**src/rtl/uart_tx.sv**
```systemverilog
// UART transmitter with one-entry holding register.
// Start, data (LSB first), optional parity and stop bits.
module uart_tx #(
    parameter int DATA_BITS    = 8,
    parameter int STOP_BITS    = 1,
    parameter int OVERSAMPLING = 16,
    parameter int PARITY       = 0
) (
    input  logic                 clk,
    input  logic                 n_rst,
    input  logic                 valid_in,
    input  logic [DATA_BITS-1:0] data_in,
    output logic                 ready_out,
    output logic                 tx,
    output logic                 busy_out,
    output logic                 done_out
);

    localparam int STOP_LEN = OVERSAMPLING * STOP_BITS;
    localparam int CW = $clog2(STOP_LEN);
    localparam int BW = $clog2(DATA_BITS);

    localparam logic [CW-1:0] OS_LAST   = CW'(OVERSAMPLING - 1);
    localparam logic [CW-1:0] STOP_LAST = CW'(STOP_LEN - 1);
    localparam logic [CW-1:0] DONE_AT   = CW'(STOP_LEN - 2);
    localparam logic [BW-1:0] BIT_LAST  = BW'(DATA_BITS - 1);

    localparam logic HAS_PAR = (PARITY != 0);
    localparam logic ODD     = (PARITY == 1);

    localparam logic [2:0] ST_IDLE  = 3'd0;
    localparam logic [2:0] ST_START = 3'd1;
    localparam logic [2:0] ST_DATA  = 3'd2;
    localparam logic [2:0] ST_PAR   = 3'd3;
    localparam logic [2:0] ST_STOP  = 3'd4;

    logic [2:0]           state_q, state_d;
    logic [CW-1:0]        cnt_q, cnt_d;
    logic [BW-1:0]        bit_q, bit_d;
    logic [DATA_BITS-1:0] shreg_q, shreg_d;
    logic [DATA_BITS-1:0] hold_q, hold_d;
    logic                 full_q, full_d;
    logic                 par_q, par_d;
    logic                 tx_d, busy_d, done_d;
    logic                 accept, load;

    always_comb begin
        accept  = valid_in & ready_out;
        load    = 1'b0;
        state_d = state_q;
        cnt_d   = cnt_q + CW'(1);
        bit_d   = bit_q;
        shreg_d = shreg_q;
        par_d   = par_q;
        tx_d    = tx;
        busy_d  = busy_out;
        done_d  = 1'b0;

        unique case (state_q)
            ST_IDLE: begin
                cnt_d = '0;
                load  = full_q;
            end
            ST_START: begin
                if (cnt_q == OS_LAST) begin
                    state_d = ST_DATA;
                    cnt_d   = '0;
                    bit_d   = '0;
                    tx_d    = shreg_q[0];
                    shreg_d = shreg_q >> 1;
                end
            end
            ST_DATA: begin
                if (cnt_q == OS_LAST) begin
                    cnt_d = '0;
                    if (bit_q == BIT_LAST) begin
                        if (HAS_PAR) begin
                            state_d = ST_PAR;
                            tx_d    = par_q;
                        end else begin
                            state_d = ST_STOP;
                            tx_d    = 1'b1;
                        end
                    end else begin
                        bit_d   = bit_q + BW'(1);
                        tx_d    = shreg_q[0];
                        shreg_d = shreg_q >> 1;
                    end
                end
            end
            ST_PAR: begin
                if (cnt_q == OS_LAST) begin
                    state_d = ST_STOP;
                    cnt_d   = '0;
                    tx_d    = 1'b1;
                end
            end
            ST_STOP: begin
                done_d = (cnt_q == DONE_AT);
                if (cnt_q == STOP_LAST) begin
                    cnt_d = '0;
                    if (full_q) begin
                        load = 1'b1;
                    end else begin
                        state_d = ST_IDLE;
                        tx_d    = 1'b1;
                        busy_d  = 1'b0;
                    end
                end
            end
            default: begin
                state_d = ST_IDLE;
                cnt_d   = '0;
                tx_d    = 1'b1;
                busy_d  = 1'b0;
            end
        endcase

        // Frame start is shared by the idle and back-to-back paths
        if (load) begin
            state_d = ST_START;
            cnt_d   = '0;
            shreg_d = hold_q;
            par_d   = (^hold_q) ^ ODD;
            tx_d    = 1'b0;
            busy_d  = 1'b1;
        end

        hold_d = accept ? data_in : hold_q;
        if (accept) begin
            full_d = 1'b1;
        end else if (load) begin
            full_d = 1'b0;
        end else begin
            full_d = full_q;
        end
    end

    always_ff @(posedge clk) begin
        if (!n_rst) begin
            state_q   <= ST_IDLE;
            cnt_q     <= '0;
            bit_q     <= '0;
            shreg_q   <= '0;
            hold_q    <= '0;
            full_q    <= 1'b0;
            par_q     <= 1'b0;
            tx        <= 1'b1;
            busy_out  <= 1'b0;
            done_out  <= 1'b0;
            ready_out <= 1'b0;
        end else begin
            state_q   <= state_d;
            cnt_q     <= cnt_d;
            bit_q     <= bit_d;
            shreg_q   <= shreg_d;
            hold_q    <= hold_d;
            full_q    <= full_d;
            par_q     <= par_d;
            tx        <= tx_d;
            busy_out  <= busy_d;
            done_out  <= done_d;
            ready_out <= ~full_d;
        end
    end

endmodule

```
**config.mk**
```make
export PLATFORM = sky130hd
export DESIGN_NAME = uart_tx
export DESIGN_NICKNAME = d
export VERILOG_FILES = /design/src/rtl/uart_tx.sv
export SDC_FILE = /design/constraint.sdc
export NUM_CORES = 1
export LEC_CHECK = 0
export CORE_ASPECT_RATIO = 1.4
export CORE_MARGIN = 10
export CORE_UTILIZATION = 54
export DETAILED_ROUTE_END_ITERATION = 10
export PLACE_DENSITY = 0.87
export SLEW_MARGIN = 20
export SYNTH_ARGS = -nofsm -noshare
export SYNTH_HDL_FRONTEND = slang
export SYNTH_SLANG_ARGS = --single-unit
```
**constraint.sdc**
```tcl
create_clock -name clk -period 2.2 [get_ports clk]
set_input_delay 0.22 -clock clk [delete_from_list [all_inputs] [get_ports clk]]
set_output_delay 0.22 -clock clk [all_outputs]
set_load 0.01 [all_outputs]
```
# After elaboration in Yosys (flattened, before gate mapping)

Index checks and enable logic that the tools add are counted.

Muxes and demuxes: 34
Bitwise logic cells: 5
Eq/ne operators: 23
Reduce and logical (&&, ||, !) cells: 14
Add/subtract/negate cells: 2

Operators by type and width:

| cell                                                | number |
|---|---|
| 2-to-1 mux 8 bit                                    | 4 |
| 2-to-1 mux 3 bit                                    | 9 |
| inequality test 3 bit, second input constant        | 7 |
| inequality test 2 bit, second input constant        | 8 |
| one-hot mux 8 bit (2 select lines)                  | 1 |
| 2-to-1 mux 1 bit                                    | 15 |
| one-hot mux 3 bit (5 select lines)                  | 1 |
| AND reduction 7 bit                                 | 2 |
| OR reduction 4 bit                                  | 3 |
| equality test 4 bit, second input constant          | 2 |
| AND reduction 4 bit                                 | 2 |
| equality test 3 x 2 -> 1 bit, second input constant | 2 |
| equality test 3 bit, second input constant          | 2 |
| one-hot mux 3 bit (2 select lines)                  | 1 |
| AND reduction 6 bit                                 | 1 |
| one-hot mux 1 bit (5 select lines)                  | 1 |
| adder 4 x 1 -> 4 bit, second input constant         | 1 |
| inverter 1 bit                                      | 4 |
| one-hot mux 1 bit (2 select lines)                  | 2 |
| adder 3 x 1 -> 3 bit, second input constant         | 1 |
| equality test 3 x 1 -> 1 bit, second input constant | 1 |
| logical NOT 3 bit                                   | 1 |
| AND reduction 3 bit                                 | 1 |
| nonzero test 3 bit                                  | 1 |
| other kinds (5)                                     | 5 |

Register bits: 31
Input port bits: 11

# Longest topological paths before layout

Gate-level depths: netlist (run 1).

Depth in word-level cells: 6
Depth in mapped cells: 7
Gate-level depth less buffers: 6

# Worst setup path before layout (run 1)

OpenSTA, ideal clock, no wires.

Kind: register -> register
Start point: reg bit_q[0]
End point: reg shreg_q[7]
Setup time: 0.115 ns
Data required time: 2.085 ns
Data arrival time: 1.671 ns
Setup slack: 0.414 ns
Path buffers: 1
Cell stages (with the launch flop): 8
Cell sequence: dfxtp_1 -> ha_1 -> ha_1 -> or3b_4 -> a211oi_4 -> buf_6 -> nor3b_1 -> o21a_1

Cells in the longest elaborated chain, start to end: 3

RTL lines:

| item                            | line | text |
|---|---|---|
| from (decl)                     | 39   | `logic [BW-1:0] bit_q, bit_d;` |
| from (signal assigned)          | 155  | `bit_q <= bit_d;` |
| equality test 3 bit             | 76   | `if (bit_q == BIT_LAST) begin` |
| inequality test 3 bit (no line) | -    |  |
| AND reduction 4 bit (no line)   | -    |  |
| to (signal assigned)            | 156  | `shreg_q <= shreg_d;` |
| to (decl)                       | 40   | `logic [DATA_BITS-1:0] shreg_q, shreg_d;` |

Every way passes these cells.
A chain may end at the register's enable or synchronous reset.

# Final worst setup path (run 1)

Start point: reg bit_q[0]
End point: reg shreg_q[6]

Same word-level chain as after synthesis.

==> impl_metrics.ini, run 1 <==
[route]
wl_met3_um = 131
dr.first_iter.drc_count = 24
post_drt_wl_per_cell_um = 13.46
wl_um = 2800
wl_met2_um = 1467
vias_per_cell = 5.538
via_count = 1152
drc = 0
ant_nets = 0
first_pass_iters = 4
highest_layer = met4
wl_met1_um = 1112

[yosys]
synthCells = 157
post-synth-top-count-cell = nand2_1
syn_area_um2 = 1369
syn_nets = 172
yosysWarnings = 0
yosys_register_bits = 31
synth.avg_cell_area_um2 = 8.719
yosys-top-cells-area = dfxtp_1 (45%), nand2_1 (9.0%), a21boi_0 (4.9%), o31ai_1 (3.8%), a31oi_1 (3.7%)
yosysUniqueCellTypes = 31
synth_top_area_cell = dfxtp_1
synth_common_cells = nand2_1 (33), dfxtp_1 (31), a21boi_0 (9), a31oi_1 (8)
synth-async-reset-ratio_pct = 0
synth_flop_cell = dfxtp_1
synth_edf_count = 0
yosysTopAreaCellShare_pct = 45.34
ys_seq_area_share_pct = 45.34

[power_and_ir_drop]
swShare_pct = 23.00
intPower_mw = 0.9132
power_frac_seq_pct = 51.0
ir_drop_mv = 0.5006
power_leakage_nw = 0.6023
p_clk_share_pct = 39.4
combinationalPowerShare_pct = 9.7
finalPower_mw = 1.186
power.density_nw_per_um2 = 730.8
switching_power_mw = 0.2728

[sta]
hold_viol = 0
finalCritPeriodShare_pct = 95.86
max_freq_mhz = 474.2
drv_slew = 0
worst_clock_skew_ns = 0.005725
setup_viol = 0
tightest_slew_ns = 0.5584
rsz0062_at_grt = no
relSlewSlack_pct = 62.72
period_needed_ns = 2.109
fin_setup_tns_ns = 0

[setup_path]
path_class = flop to flop
arrival_ns = 2.31
r2r.worst_path.cells = 6
r2r_end = shreg_q[6]
cp.required_ns = 2.40
crit_fanout = 7
setup.worst_path.start = bit_q[0]
rrSetupSlack_ns = 0.09
end_kind = flop
cp-start-kind = flop
r2r-start = bit_q[0]

[global_route]
grt_max_degree = 29
grt_pass1_vias = 1235
grt_overflow_total = 0
grt_pass1_wl_um = 4919
antenna_found_initial = 0
grt_usage_pct = 11.87

[die]
start_util_pct = 56.63
die_height_um = 79.57
ioPinCount = 15
rows = 21
core_um2 = 2417
die_x_um = 62.55
die-area_um2 = 4977

[clock_network]
cts_buffers = 5
clock_path_buffers = 2
clkTransAtPathRegs_ns = 0.10
htree_levels = 2
cts_tree = built
post_cts_resize_count = 0
cts_hold_buf = 0
clock-root-buffer = clkbuf_4
cts_num_sinks = 31
clock_latency_ns = 0.33
cts_setup_buffers = 0

[finish]
regArea_um2 = 620.6
finish.instance_area_um2 = 1623
drive_gt1_share_pct = 9.195
multi_input_area_um2 = 691.9
final_cell_count_no_fill = 208
num_antenna_cells = 0
fillers = 218
nNetsFinal = 188
area_delta_synth_final_pct = 18.56

[place]
place_congestion = 0.7815
hpwl_um = 2085
port_buffers = 14
placed_cell_area_um2 = 1536
dp_cells = 200

[outcome]
run_status = finished clean

[worst_hold_path]
worstHoldStart = data_in[0]
hold_class = input port to flop
whs_endpoint = hold_q[0]
hold_depth = 3

[job]
drv_cap = 0
worst max-delay path, stage by stage (launching register included):
cell,delay [ns]
dfxtp_1,0.34
ha_1,0.21
ha_1,0.20
or3b_4,0.40
a211oi_4,0.37
nand2b_1,0.31
a31oi_1,0.15
placed cells by master (no fill, tap or decap), types with 4 or more instances in the layout:
master	Yosys	final
o31ai_1	7	7
a21boi_0	9	9
clkdlybuf4s50_1	0	14
dfxtp_1	31	31
nand2b_1	4	4
nand2_1	33	33
a31oi_1	8	8
ha_1	4	4
nor2_1	7	7
nor2b_1	4	4
buf_4	0	4
o21a_1	4	4
nand3_1	6	6
clkbuf_4	0	5
cells by family after synthesis:
group	after synthesis	share of synthesized area, %
XOR/XNOR	3	1.920
flip-flops	31	45.34
AO/OA/AOI/OAI	42	22.21
buffers and inverters	12	4.113
AND/OR/NAND/NOR	65	22.76
adder cells (fa/ha/maj)	4	3.656
power by group through the flow:
| stage | Clock (mW) | Sequential [mW] | Combinational [mW] |
|---|---|---|---|
| after floorplan | 0 | 0.615 | 0.0701 |
| after global placement | 0 | 0.616 | 0.109 |
| after detailed placement | 0 | 0.617 | 0.115 |
| after CTS | 0.476 | 0.604 | 0.115 |
| after global routing | 0.502 | 0.609 | 0.128 |
| final | 0.467 | 0.604 | 0.115 |
area by class of cell:
class / instances / share of cell area [%]
repair buffers: 18 / 10.49
clock buffers: 6 / 3.161
well taps: 34 / 2.621
multi-input cells: 114 / 42.64
clock inverters: 2 / 2.159
flip-flops and latches: 31 / 38.24
inverters: 3 / 0.6939
metrics by stage:
step | setup slack (ns) | hold slack, ns | util (%)
2_1_floorplan | 0.4141 | 0.3649 | -
3_5_place_dp | 0.1604 | 0.4540 | 63.56
5_1_grt | 0.03683 | 0.4574 | 67.13
4_1_cts | 0.1432 | 0.4345 | 67.13
3_3_place_gp | 0.3155 | 0.4459 | 63.56
6_report | 0.09114 | 0.4415 | 67.13
worst max path at each step:
stage | end
after CTS | shreg_q[6]
final | shreg_q[6]
after global placement | shreg_q[6]
after detailed placement | shreg_q[6]
after floorplan | shreg_q[7]
after global routing | shreg_q[6]
registers in the layout (all words and copies together), names as in the netlist:
register,cells
shreg_q,8
ready_out,1
state_q,3
full_q,1
done_out,1
cnt_q,4
busy_out,1
tx,1
bit_q,3
hold_q,8
per-layer routing:
metal,up-vias,GRT usage (%)
li1,577,-
met3,13,4.916
met4,0,9.193
met5,-,0
met1,535,11.00
met2,27,20.47
No activity file was read; power rests on OpenSTA's default activity.
==> run 2, diff against run 1 <==
--- a/config.mk
+++ b/config.mk
@@ -8,6 +8,7 @@
 export CORE_ASPECT_RATIO = 1.4
 export CORE_MARGIN = 10
 export CORE_UTILIZATION = 54
+export CTS_CLUSTER_DIAMETER = 60
 export DETAILED_ROUTE_END_ITERATION = 10
 export PLACE_DENSITY = 0.87
 export SLEW_MARGIN = 20
==> results of run 2 <==
Final layout, timing and power as in run 1 (identical DEF).
